File: config.mk
export PLATFORM = sky130hd
export DESIGN_NAME = pcie_fifo_burst_reader
export DESIGN_NICKNAME = d
export VERILOG_FILES = /design/src/rtl/pcie_dma_pkg.sv /design/src/rtl/pcie_skid_buf.sv /design/src/rtl/pcie_fifo_burst_reader.sv
export SDC_FILE = /design/constraint.sdc
export NUM_CORES = 1
export LEC_CHECK = 0
export CORE_UTILIZATION = 30
export CTS_BUF_LIST = sky130_fd_sc_hd__clkbuf_4 sky130_fd_sc_hd__clkbuf_8 sky130_fd_sc_hd__clkbuf_16
export CTS_CLUSTER_DIAMETER = 150
export DETAILED_ROUTE_END_ITERATION = 12
export GPL_TIMING_DRIVEN = 0
export SLEW_MARGIN = 20
export SYNTH_ARGS = -nofsm -noshare
export SYNTH_HDL_FRONTEND = slang
export SYNTH_SLANG_ARGS = --single-unit
export TNS_END_PERCENT = 50
File: constraint.sdc
create_clock -name rd_clk -period 10.94 [get_ports rd_clk]
set_input_delay 1.641 -clock rd_clk [delete_from_list [all_inputs] [get_ports rd_clk]]
set_output_delay 1.641 -clock rd_clk [all_outputs]
set_load 0.02 [all_outputs]
File: src/rtl/pcie_dma_pkg.sv
// Shared types and constants for the PCIe DMA burst reader.
// Burst geometry helpers, FSM state encoding and the header record.
package pcie_dma_pkg;

  typedef enum logic [1:0] {
    IDLE = 2'd0,
    HDR  = 2'd1,
    DATA = 2'd2,
    NEXT = 2'd3
  } state_e;

  localparam int DATA_W_DEF    = 128;
  localparam int BURST_LEN_DEF = 32;
  localparam int HDR_ADDR_W    = 32;
  localparam int HDR_LEN_W     = 9;
  localparam int BURST_BYTES   = BURST_LEN_DEF * DATA_W_DEF / 8;

  typedef struct packed {
    logic [HDR_ADDR_W-1:0] addr;
    logic [HDR_LEN_W-1:0]  len;
  } hdr_t;

  function automatic int burst_bytes(input int len, input int dw);
    return len * dw / 8;
  endfunction

endpackage

File: src/rtl/pcie_skid_buf.sv
// Two-entry buffer between the FIFO read port and the DMA beat stream.
// Head entry stays put until popped, so the beat payload is stable under stall.
module pcie_skid_buf #(
  parameter int W = 129
) (
  input  logic         clk,
  input  logic         rst,
  input  logic         push,
  input  logic [W-1:0] push_data,
  input  logic         pop,
  output logic [W-1:0] head,
  output logic [1:0]   count
);

  logic [W-1:0] mem [2];
  logic         wr_ptr;
  logic         rd_ptr;

  always_ff @(posedge clk) begin
    if (rst) begin
      mem[0] <= '0;
      mem[1] <= '0;
      wr_ptr <= 1'b0;
      rd_ptr <= 1'b0;
      count  <= 2'd0;
    end else begin
      if (push) begin
        mem[wr_ptr] <= push_data;
        wr_ptr      <= ~wr_ptr;
      end
      if (pop) rd_ptr <= ~rd_ptr;
      count <= count + {1'b0, push} - {1'b0, pop};
    end
  end

  assign head = mem[rd_ptr];

endmodule

File: src/rtl/pcie_fifo_burst_reader.sv
// Drains fixed-size bursts from the pixel FIFO into the PCIe DMA write engine,
// walking a circular host frame buffer and flagging each frame wrap.
module pcie_fifo_burst_reader
  import pcie_dma_pkg::*;
#(
  parameter int                DATA_W      = 128,
  parameter int                LEVEL_W     = 13,
  parameter int                BURST_LEN   = 32,
  parameter int                ADDR_W      = 32,
  parameter logic [ADDR_W-1:0] BASE_ADDR   = '0,
  parameter logic [ADDR_W-1:0] FRAME_BYTES = ADDR_W'(32'h003F_4800)
) (
  input  logic               rd_clk,
  input  logic               rd_rst,
  input  logic               dma_en,
  output logic               fifo_rd_en,
  input  logic [DATA_W-1:0]  fifo_rd_data,
  input  logic               fifo_rd_empty,
  input  logic [LEVEL_W-1:0] fifo_rd_water_level,
  output logic               hdr_valid,
  input  logic               hdr_ready,
  output logic [ADDR_W-1:0]  hdr_addr,
  output logic [8:0]         hdr_len,
  output logic               dat_valid,
  input  logic               dat_ready,
  output logic [DATA_W-1:0]  dat_data,
  output logic               dat_last,
  output logic               frame_done,
  output logic               underflow_err
);

  localparam logic [ADDR_W-1:0]  BURST_B  = ADDR_W'(burst_bytes(BURST_LEN, DATA_W));
  localparam logic [ADDR_W-1:0]  END_ADDR = BASE_ADDR + FRAME_BYTES;
  localparam logic [8:0]         LEN9     = 9'(BURST_LEN);
  localparam logic [LEVEL_W-1:0] LVL_MIN  = LEVEL_W'(BURST_LEN);

  state_e            state_q, state_d;
  logic [ADDR_W-1:0] addr_q;
  logic [ADDR_W-1:0] addr_inc;
  logic              addr_wrap;
  logic [8:0]        pops_left;
  logic              inflight;
  logic              inflight_last;
  logic              underflow_q;
  logic              start_burst;
  logic              beat_fire;
  logic              pop_req;
  logic [2:0]        occ_sum;
  logic [1:0]        skid_cnt;
  logic [DATA_W:0]   skid_head;

  assign addr_inc  = addr_q + BURST_B;
  assign addr_wrap = (addr_inc == END_ADDR);

  always_ff @(posedge rd_clk) begin
    if (rd_rst) state_q <= IDLE;
    else        state_q <= state_d;
  end

  always_comb begin
    state_d     = state_q;
    start_burst = 1'b0;
    hdr_valid   = 1'b0;
    dat_valid   = 1'b0;
    frame_done  = 1'b0;
    case (state_q)
      IDLE: begin
        if (dma_en && (fifo_rd_water_level >= LVL_MIN)) begin
          state_d     = HDR;
          start_burst = 1'b1;
        end
      end
      HDR: begin
        hdr_valid = 1'b1;
        if (hdr_ready) state_d = DATA;
      end
      DATA: begin
        dat_valid = (skid_cnt != 2'd0);
        if (dat_valid && dat_ready && skid_head[DATA_W]) state_d = NEXT;
      end
      NEXT: begin
        frame_done = addr_wrap;
        state_d    = IDLE;
      end
      default: state_d = IDLE;
    endcase
  end

  assign beat_fire = dat_valid && dat_ready;

  // Credit counts the head leaving this cycle so a full skid can still refill
  // behind a consumed beat and sustain one beat per cycle.
  always_comb begin
    occ_sum = {1'b0, skid_cnt} + {2'b00, inflight} - {2'b00, beat_fire};
    pop_req = (pops_left != 9'd0) && (occ_sum < 3'd2);
  end

  assign fifo_rd_en = pop_req && !fifo_rd_empty;

  always_ff @(posedge rd_clk) begin
    if (rd_rst) begin
      addr_q        <= BASE_ADDR;
      pops_left     <= 9'd0;
      inflight      <= 1'b0;
      inflight_last <= 1'b0;
      underflow_q   <= 1'b0;
    end else begin
      inflight      <= fifo_rd_en;
      inflight_last <= fifo_rd_en && (pops_left == 9'd1);
      if (start_burst)     pops_left <= LEN9;
      else if (fifo_rd_en) pops_left <= pops_left - 9'd1;
      if (state_q == NEXT) addr_q <= addr_wrap ? BASE_ADDR : addr_inc;
      if (pop_req && fifo_rd_empty) underflow_q <= 1'b1;
    end
  end

  // The last flag travels with the word that was the final pop of the burst.
  pcie_skid_buf #(.W(DATA_W + 1)) u_skid (
    .clk       (rd_clk),
    .rst       (rd_rst),
    .push      (inflight),
    .push_data ({inflight_last, fifo_rd_data}),
    .pop       (beat_fire),
    .head      (skid_head),
    .count     (skid_cnt)
  );

  assign hdr_addr      = addr_q;
  assign hdr_len       = hdr_valid ? LEN9 : 9'd0;
  assign dat_data      = skid_head[DATA_W-1:0];
  assign dat_last      = dat_valid && skid_head[DATA_W];
  assign underflow_err = underflow_q;

endmodule

======== Word-level counts from Yosys, hierarchy flattened ========
Memory sizes are Yosys's and may differ from the RTL's. A register that Yosys moved wholly into a read port is not among the register bits.
Index checks and enable logic that the tools add are counted.
storage, ports and cells
  flip-flop bits (word level) ............. 50
  memory bits (writable) .................. 258
  input port bits ......................... 147
  output and inout port bits .............. 175
  memories kept ........................... 1
memory list
  name        depth  width  read ports  clocked after Yosys merged registers in  wr ports  line                 text
  u_skid.mem  2      129    1           1                                        2         pcie_skid_buf.sv:15  logic [W-1:0] mem [2];
cells by class
  $add $sub $neg .......................... 6
  $lt $le $gt $ge ......................... 2
  equal/unequal tests ..................... 8
  mux-type cells .......................... 23
  bitwise gates (word level) .............. 2
  reductions and logical operators ........ 17
operator list
  operator                                                                               number
  129-bit 2-to-1 mux                                                                     1
  129-bit OR reduction                                                                   1
  32-bit by 10-bit adder with 32-bit output (second input constant)                      1
  32-bit by 22-bit == test with 1-bit output (second input constant)                     1
  32-bit 2-to-1 mux                                                                      1
  6-bit 2-to-1 mux                                                                       3
  1-bit 2-to-1 mux                                                                       14
  13-bit by 6-bit greater-or-equal comparator with 1-bit output (second input constant)  1
  9-bit by 1-bit == test with 1-bit output (second input constant)                       1
  1-bit logical AND                                                                      9
  9-bit nonzero test                                                                     1
  9-bit by 1-bit subtractor with 9-bit output (second input constant)                    1
  2-bit case mux with 4 select lines                                                     1
  2-bit 2-to-1 mux                                                                       3
  2-bit inequality test (second input constant)                                          3
  2-bit == test (second input constant)                                                  2
  2-bit nonzero test                                                                     2
  2-bit by 1-bit adder with 3-bit output                                                 1
  3-bit by 2-bit < comparator with 1-bit output (second input constant)                  1
  3-bit AND reduction                                                                    1
  3-bit by 1-bit subtractor with 3-bit output                                            1
  2-bit by 1-bit adder with 2-bit output                                                 1
  2-bit by 1-bit == test with 1-bit output (second input constant)                       1
  2-bit logical NOT                                                                      1
  4 further kinds                                                                        5

======== Longest topological paths before layout ========
Gate-level depths: netlist (run 1).
  word-level depth ........................ 9
  depth in mapped cells ................... 14
  depth with buffers taken out ............ 14

======== By module ========
From an unflattened synthesis (run 1), not the netlist that was laid out.
unflattened totals
  cell total of the unflattened synthesis .. 1134
  area total of the unflattened synthesis .. 13998.4 um^2
by module, submodules not included
  module                  times used  cells an instance  area an instance (um^2)
  pcie_skid_buf           1           853                11614.9
  pcie_fifo_burst_reader  1           281                2383.5

======== Least setup slack after synthesis (run 1) ========
Ideal clock, no wire load.
  kind .................................... in2reg
  start ................................... input port rd_rst
  end ..................................... memory u_skid.mem[0][0], enable pin
  library setup time ...................... 487 ps
  arrival ................................. 4504 ps
  data required time ...................... 10453 ps
  setup slack ............................. 5949 ps
  cell stages on the path ................. 2
  path buffers ............................ 1
  path through ............................ clkbuf_1 > a21o_1
RTL lines
  element          line                          text
  start, declared  pcie_fifo_burst_reader.sv:14  input logic rd_rst,
  end, declared    pcie_skid_buf.sv:15

======== Worst setup path after layout (run 1) ========
  start ................................... input port dat_ready
  end ..................................... output port fifo_rd_en
on the way
  cells in the longest elaborated chain, start to end .. 5
RTL lines
  element                                        line                          text
  start, declared                                pcie_fifo_burst_reader.sv:25  input logic dat_ready,
  1-bit logical AND                              pcie_fifo_burst_reader.sv:89  assign beat_fire = dat_valid && dat_ready;
  via beat_fire                                  pcie_fifo_burst_reader.sv:46  logic beat_fire;
  3-bit by 1-bit subtractor with 3-bit output    pcie_fifo_burst_reader.sv:94  occ_sum = {1'b0, skid_cnt} + {2'b00, inflight} - {2'b00, beat_fire};
  via occ_sum[1]                                 pcie_fifo_burst_reader.sv:48  logic [2:0] occ_sum;
  3-bit by 2-bit < comparator with 1-bit output  pcie_fifo_burst_reader.sv:95  pop_req = (pops_left != 9'd0) && (occ_sum < 3'd2);
  1-bit logical AND                              pcie_fifo_burst_reader.sv:95
  1-bit logical AND                              pcie_fifo_burst_reader.sv:98  assign fifo_rd_en = pop_req && !fifo_rd_empty;
  end, declared                                  pcie_fifo_burst_reader.sv:16  output logic fifo_rd_en,
The timed path passes the listed nets, and every way through them passes these cells.

==> summary.json, run 1 <==
{
  "run_status": {
    "status": "completed"
  },
  "timing": {
    "transition_time_at_the_pin_with_the_least_slew_margin_ps": 893,
    "post-route-period-util": 0.565,
    "worst_clock_skew_ps": 10.7,
    "setup_tns_ps": 0,
    "max-slew-margin-rel": 0.404,
    "max_freq_ghz": 0.162,
    "setup_viol_count_final": 0,
    "unrepaired_setup_endpoints_after_global_routing": "false",
    "timing.final.hold_violations": 0,
    "slew_viol_final": 0,
    "min_period_ps": 6190,
    "final_critical_path_setup_slack_ps": 4750
  },
  "drt": {
    "drt_iter0_drc": 362,
    "total_via_count_after_detailed_routing": 8705,
    "finalWirelength_mm": 33.7,
    "firstDrtPassIters": 4,
    "post_route_drc_violation_count": 0,
    "ant_nets": 0,
    "routed_wire_length_per_instance_um": 17.1,
    "vias_per_cell": 4.43
  },
  "die": {
    "core_area_mm2": 0.0443,
    "io_pins": 322,
    "die_height_um": 214,
    "floorplan.initialDensity": 0.305,
    "die_w_um": 214,
    "floorplan.die_area_mm2": 0.0460,
    "rows": 77
  },
  "synthesis": {
    "synth_seq_area_share": 0.635,
    "syn_area_mm2": 0.0135,
    "synth_enable_flop_cells": 258,
    "synth_most_common_cell": "sky130_fd_sc_hd__and2_1",
    "synth_top_flop_cell": "sky130_fd_sc_hd__edfxtp_1",
    "synthesis.area_per_instance_um2": 13.6,
    "postSynthCellCount": 992,
    "synth-seq-cells": 300,
    "synth_top_area_share": 0.572,
    "synth_top_area_cell": "sky130_fd_sc_hd__edfxtp_1",
    "async_reset_ff_frac": 0,
    "ys.warnings.count": 0,
    "count_of_distinct_cell_types_in_the_synthesized_netlist": 54,
    "synth_commonest_cells": "sky130_fd_sc_hd__and2_1, sky130_fd_sc_hd__edfxtp_1, sky130_fd_sc_hd__mux2_2",
    "synth.area.top_cells": "sky130_fd_sc_hd__edfxtp_1, sky130_fd_sc_hd__and2_1, sky130_fd_sc_hd__mux2_2"
  },
  "clock_tree": {
    "clock_latency_ps": 540,
    "tritoncts": "built",
    "cts.reportedPaths.clkPinSlew_ps": 60,
    "cts.root.buffer_cell": "sky130_fd_sc_hd__clkbuf_16",
    "h-tree-depth": 2,
    "clock_sink_count": 300,
    "cts.hold.buffers_added": 0,
    "tritoncts_buffers": 36,
    "clockBufferDepth": 3,
    "post_cts_buffers": 0,
    "post_cts.resized_instances": 0
  },
  "hold_path": {
    "hold_path_end": "pops_left[8]",
    "worstHoldPathType": "flop to flop",
    "hold_path_depth": 2,
    "timing.hold.worst.start": "pops_left[8]"
  },
  "finish": {
    "num_antenna_cells": 0,
    "final.fill_count": 4174,
    "seqCellArea_mm2": 0.00859,
    "drive_above_1_share": 0.166,
    "multi_input_comb_area_mm2": 0.00458,
    "syn_to_final_growth_pct": 37.7,
    "finish.net_count": 1508
  },
  "placed_design": {
    "place_ws_ps": 4740,
    "place.port_buffers": 298,
    "gp_congestion": 0.774,
    "detailed_placer_s_ending_hpwl_mm": 22.8
  },
  "critical_path": {
    "r2r_end": "pops_left[6]",
    "end_kind": "output port",
    "critical_path.reg2reg.startpoint": "state_q[0]",
    "crit_path_cells": "clkdlybuf4s50_1 > and2_1 > ha_1 > inv_1 > ha_1 > fa_1 > nor3_1 > nand2_1 > inv_2 > clkdlybuf4s50_1",
    "timing.critical_path.slowest_stage_cell": "sky130_fd_sc_hd__clkdlybuf4s50_1",
    "critical_path_required_ps": 9300,
    "critical_path.max_fanout": 8,
    "reg2reg_slack_ps": 7590,
    "critical_path.max_stage_delay_ps": 640,
    "cp-start-kind": "primary input",
    "path_class": "primary input to output port",
    "reg2regPathDepth": 13,
    "worstPathArrival_ps": 4540
  },
  "global_routing": {
    "grt_pass1_wl_mm": 51.5,
    "global_route.usage.met3": 0.0423,
    "antenna_found_initial": 1,
    "grt-busiest-layer": "met2",
    "grt_use_met1": 0.180,
    "first_global_vias": 8948,
    "met2_usage": 0.248,
    "grt.overflow.total": 0,
    "grt_start_max_net_pins": 48,
    "globalRouteTotalUtil": 0.146
  },
  "pwr": {
    "static-leakage-power_nw": 6.86,
    "power-per-cell-area_mw_per_mm2": 197,
    "vdd_drop_max_mv": 0.0928
  },
  "flow_run": {
    "drv_cap": 0
  }
}
## flip-flops by register name, indices dropped and copies added (netlist names), 2 cells and up, named ones only
signal and cells:
pops_left 9, hdr_addr 23, u_skid.mem 258, u_skid.count 2, state_q 2
## cell families after synthesis
family | count (synthesis) | synth area share
multiplexers | 132 | 0.109
other | 1 | 0.000277
flip-flops | 300 | 0.635
XOR/XNOR | 34 | 0.0220
adder cells (fa/ha/maj) | 11 | 0.0107
AO/OA/AOI/OAI | 37 | 0.0207
buffers and inverters | 91 | 0.0322
AND/OR/NAND/NOR | 386 | 0.170
## worst max path at each step
stage,startpoint,to,slack (ps),cells after the start
after floorplan,rd_rst,u_skid.mem[0][0],5950,2
after global placement,rd_rst,u_skid.mem[0][83],3860,2
after detailed placement,dat_ready,fifo_rd_en,4740,10
after CTS,dat_ready,fifo_rd_en,4730,10
after global routing,dat_ready,fifo_rd_en,4600,10
final,dat_ready,fifo_rd_en,4750,10
## where the power goes
part	internal, W	switching [W]	total (W)
registers	0.00145	0.0000571	0.00151
clock network	0.000686	0.000474	0.00116
logic	0.000480	0.000527	0.00101
total	0.00262	0.00106	0.00368
## layout make-up
type | count | area share
Clock buffer | 44 | 0.0522
Multi-Input combinational cell | 617 | 0.246
Sequential cell | 300 | 0.461
Clock inverter | 19 | 0.00946
Tap cell | 592 | 0.0397
Buffer | 73 | 0.0197
Inverter | 18 | 0.00362
Timing Repair Buffer | 304 | 0.169
## per-stage QoR
step	area (um^2)	total power (W)	hold WS (ps)	std cells	util
3_3_place_gp	17300	0.00254	427	1898	0.391
5_1_grt	18600	0.00385	476	1967	0.421
6_report	18600	0.00368	449	1967	0.421
2_1_floorplan	13600	0.00209	417	1008	-
4_1_cts	18600	0.00374	446	1967	0.421
3_5_place_dp	17500	0.00256	437	1904	0.395
## layout by cell type, fill, tap and decap left out, drive strengths merged, types with 17 or more instances in the layout
cell	count
clkdlybuf4s50	298
and2	262
edfxtp	258
mux2	128
clkbuf	89
dfxtp	42
nor2	40
buf	34
inv	21
xnor2	20
nand2	18
conb	17
## worst max-delay path: cells and delay by family
kind                       cells  cell delay [ps]
adders and majority gates      3              950
and+or+nand+nor                3              700
buffers and inverters          4             1250
## layer usage
metal,vias up,wire length [um],share of wire
li1,4205,-,-
met1,4216,14500,0.43
met2,232,16300,0.48
met3,52,2080,0.062
met4,0,747,0.022
met5,-,0,0
Note: power is estimated with default switching activity, not from simulation.
==> run 2, diff against run 1 <==
==> constraint.sdc (replaced) <==
create_clock -name rd_clk -period 5.7 [get_ports rd_clk]
set_input_delay 0.855 -clock rd_clk [delete_from_list [all_inputs] [get_ports rd_clk]]
set_output_delay 0.855 -clock rd_clk [all_outputs]
set_load 0.02 [all_outputs]
==> results of run 2 <==
Same layout as run 1 (identical final DEF). Status: completed.
Main changes from that run: setup slack after placement 4740 ps -> 1070 ps; setup slack after layout 4750 ps -> 962 ps; start point of the critical path dat_ready -> state_q[0]; register-to-register setup slack 7590 ps -> 2350 ps; total power 0.00368 W -> 0.00706 W; worst IR drop on VDD 0.0928 mV -> 0.178 mV
==> run 3, diff against run 2 <==
==> constraint.sdc (replaced) <==
create_clock -name rd_clk -period 4.8 [get_ports rd_clk]
set_input_delay 0.72 -clock rd_clk [delete_from_list [all_inputs] [get_ports rd_clk]]
set_output_delay 0.72 -clock rd_clk [all_outputs]
set_load 0.02 [all_outputs]
==> run 3 against run 2 <==
  * Via count rose by 0.49%
  * Total power rose by 19%
  * Die area did not move
  * Cell count rose by 0.15%
  * Sequential share of layout area fell by 0.062 points
  * Count of clock-buffer cells in the layout did not move
  * Global-route usage did not move
  * Clock power rose by 18%
  * Critical path depth fell by 2
  * Utilization rose by 0.057 points
==> summary.json, run 3 (synthesis gave the netlist of run 1 again) <==
{
  "drt": {
    "routed_wire_length_per_instance": {"value": 17.1, "unit": "um", "change": "about the same"},
    "finalWirelength": {"value": 33.7, "unit": "mm", "change": "about the same"},
    "total_via_count_after_detailed_routing": {"value": 8748, "change": "was 8705"},
    "ant_nets": {"value": 0, "change": "unchanged"},
    "vias_per_cell": {"value": 4.44, "change": "was 4.43"},
    "firstDrtPassIters": {"value": 4, "change": "unchanged"},
    "post_route_drc_violation_count": {"value": 0, "change": "unchanged"},
    "drt_iter0_drc": {"value": 352, "change": "was 362"}
  },
  "global_routing": {
    "grt_start_max_net_pins": {"value": 48, "change": "unchanged"},
    "met2_usage": {"value": 0.248, "change": "unchanged"},
    "antenna_found_initial": {"value": 1, "change": "unchanged"},
    "grt-busiest-layer": {"value": "met2", "change": "unchanged"},
    "grt_pass1_wl": {"value": 51.5, "unit": "mm", "change": "unchanged"},
    "grt_use_met1": {"value": 0.180, "change": "unchanged"},
    "first_global_vias": {"value": 8948, "change": "unchanged"},
    "globalRouteTotalUtil": {"value": 0.146, "change": "unchanged"},
    "global_route.usage.met3": {"value": 0.0423, "change": "unchanged"},
    "grt.overflow.total": {"value": 0, "change": "unchanged"}
  },
  "pwr": {
    "power-per-cell-area": {"value": 449, "unit": "mW/mm^2", "change": "was 379 mW/mm^2"},
    "vdd_drop_max": {"value": 0.212, "unit": "mV", "change": "was 0.178 mV"},
    "static-leakage-power": {"value": 6.89, "unit": "nW", "change": "was 6.86 nW"}
  },
  "die": {
    "floorplan.die_area": {"value": 0.0460, "unit": "mm^2", "change": "unchanged"},
    "die_height": {"value": 214, "unit": "um", "change": "unchanged"},
    "io_pins": {"value": 322, "change": "unchanged"},
    "rows": {"value": 77, "change": "unchanged"},
    "floorplan.initialDensity": {"value": 0.305, "change": "unchanged"},
    "core_area": {"value": 0.0443, "unit": "mm^2", "change": "unchanged"},
    "die_w": {"value": 214, "unit": "um", "change": "unchanged"}
  },
  "timing": {
    "setup_viol_count_final": {"value": 0, "change": "unchanged"},
    "max-slew-margin-rel": {"value": 0.416, "change": "was 0.404"},
    "final_critical_path_setup_slack": {"value": 387, "unit": "ps", "change": "was 962 ps"},
    "min_period_ps": 4410,
    "timing.final.hold_violations": {"value": 0, "change": "unchanged"},
    "max_freq_ghz": 0.227,
    "slew_viol_final": {"value": 0, "change": "unchanged"},
    "worst_clock_skew": {"value": 11.2, "unit": "ps", "change": "was 10.7 ps"},
    "transition_time_at_the_pin_with_the_least_slew_margin": {"value": 875, "unit": "ps", "change": "was 893 ps"},
    "unrepaired_setup_endpoints_after_global_routing": {"value": "false", "change": "unchanged"},
    "post-route-period-util": 0.919
  },
  "clock_tree": {
    "tritoncts": {"value": "built", "change": "unchanged"},
    "cts.reportedPaths.clkPinSlew": {"value": 60, "unit": "ps", "change": "about the same"},
    "clock_sink_count": {"value": 300, "change": "unchanged"},
    "tritoncts_buffers": {"value": 36, "change": "unchanged"},
    "cts.hold.buffers_added": {"value": 0, "change": "unchanged"},
    "cts.root.buffer_cell": {"value": "sky130_fd_sc_hd__clkbuf_16", "change": "unchanged"},
    "h-tree-depth": {"value": 2, "change": "unchanged"},
    "clockBufferDepth": {"value": 3, "change": "unchanged"},
    "clock_latency": {"value": 550, "unit": "ps", "change": "was 540 ps"}
  },
  "critical_path": {
    "end_kind": {"value": "output port", "change": "unchanged"},
    "path_class": {"value": "flop to output port", "change": "unchanged"},
    "cp-start-kind": {"value": "flop", "change": "unchanged"},
    "reg2reg_slack": {"value": 1450, "unit": "ps", "change": "was 2350 ps"},
    "worstPathArrival": {"value": 3690, "unit": "ps", "change": "was 3880 ps"},
    "critical_path.max_fanout": {"value": 9, "change": "was 8"},
    "critical_path_required": {"value": 4080, "unit": "ps", "change": "was 4850 ps"}
  },
  "placed_design": {
    "place.port_buffers": {"value": 298, "change": "unchanged"},
    "detailed_placer_s_ending_hpwl": {"value": 22.8, "unit": "mm", "change": "unchanged"},
    "gp_congestion": {"value": 0.774, "change": "unchanged"},
    "placement.cell_area": {"value": 0.0175, "unit": "mm^2", "change": "unchanged"},
    "place_ws": {"value": 441, "unit": "ps", "change": "was 1070 ps"}
  },
  "finish": {
    "multi_input_comb_area": {"value": 0.00458, "unit": "mm^2", "change": "unchanged"},
    "drive_above_1_share": {"value": 0.168, "change": "was 0.166"},
    "final_cell_mix": {"value": "sky130_fd_sc_hd__clkdlybuf4s50_1, sky130_fd_sc_hd__and2_1, sky130_fd_sc_hd__edfxtp_1", "change": "unchanged"},
    "finish.net_count": {"value": 1511, "change": "was 1508"},
    "final.fill_count": {"value": 4173, "change": "was 4174"},
    "num_antenna_cells": {"value": 0, "change": "unchanged"},
    "largest_reg_flops": {"value": 258, "change": "unchanged"},
    "registers.top_by_ff_count": {"value": "u_skid.mem", "change": "unchanged"},
    "syn_to_final_growth": {"value": 37.9, "unit": "%", "change": "was 37.7%"},
    "layout_commonest_cell": {"value": "sky130_fd_sc_hd__clkdlybuf4s50_1", "change": "unchanged"},
    "final_design_area_no_fill": {"value": 0.0187, "unit": "mm^2", "change": "was 0.0186 mm^2"},
    "seqCellArea": {"value": 0.00859, "unit": "mm^2", "change": "unchanged"}
  },
  "flow_run": {
    "drv_cap": {"value": 0, "change": "unchanged"}
  },
  "hold_path": {
    "worstHoldPathType": {"value": "flop to flop", "change": "unchanged"}
  },
  "run_status": {
    "status": {"value": "completed", "change": "unchanged"}
  }
}
==> run 3: cell types whose count changed in the layout (fill, tap and decap cells not counted), sizes merged <==
cell           previous run  this run
clkdlybuf4s50           298       297
buf                      34        37
dlymetal6s2s              0         1
==> run 3: final cells by class <==
cell class                 instances  area share
clock buffer                      44      0.0521
inverter                          18     0.00362
multi-input combinational        617       0.245
clock inverter                    19     0.00945
sequential                       300       0.460
timing repair buffer             307       0.170
buffer                            73      0.0197
tap                              592      0.0397
==> run 3: worst max-delay path, cell delays in order, from the launching register on <==
cell	delay, ps
sky130_fd_sc_hd__dfxtp_1	400
sky130_fd_sc_hd__ha_1	300
sky130_fd_sc_hd__and3_4	210
sky130_fd_sc_hd__buf_6	120
sky130_fd_sc_hd__or3_1	320
sky130_fd_sc_hd__a2111oi_2	370
sky130_fd_sc_hd__o2111ai_1	230
sky130_fd_sc_hd__nor4b_4	300
sky130_fd_sc_hd__buf_4	190
sky130_fd_sc_hd__and2_1	130
sky130_fd_sc_hd__clkdlybuf4s50_1	590
==> run 3: per-stage QoR <==
stage | hold slack, ps | setup TNS, ps | cells | total power [W] | utilization
3_3_place_gp | 427 | -216720 | 1898 | 0.00579 | 0.391
3_5_place_dp | 437 | 0 | 1904 | 0.00583 | 0.395
4_1_cts | 446 | 0 | 1967 | 0.00852 | 0.421
6_report | 449 | 0 | 1970 | 0.00838 | 0.421
5_1_grt | 476 | 0 | 1970 | 0.00878 | 0.421
2_1_floorplan | 417 | 0 | 1008 | 0.00477 | -
==> run 3: final timing paths <==
path                              startpoint            to  cells past startpoint
worst max-delay path            hdr_addr[10]    frame_done                     10
worst min-delay path            pops_left[8]  pops_left[8]                      2
worst max register to register    state_q[0]  pops_left[6]                     13
worst min register to register  pops_left[8]  pops_left[8]                      2
==> run 3: metal layers <==
metal,vias to the layer above,routed length (um)
li1,4209,-
met1,4255,14600
met2,232,16300
met3,52,2100
met4,0,748
met5,-,0
==> run 3: timing repair <==
item,CTS,global route
endpoints found under the setup margin,0,2
setup buffers,0,3
resized for setup,0,1
==> run 3: power by group <==
| part | total [W] | internal (W) | switching (W) |
|---|---|---|---|
| registers | 0.00345 | 0.00331 | 0.000130 |
| logic | 0.00229 | 0.00109 | 0.00120 |
| clock network | 0.00264 | 0.00156 | 0.00108 |
| total | 0.00838 | 0.00597 | 0.00241 |
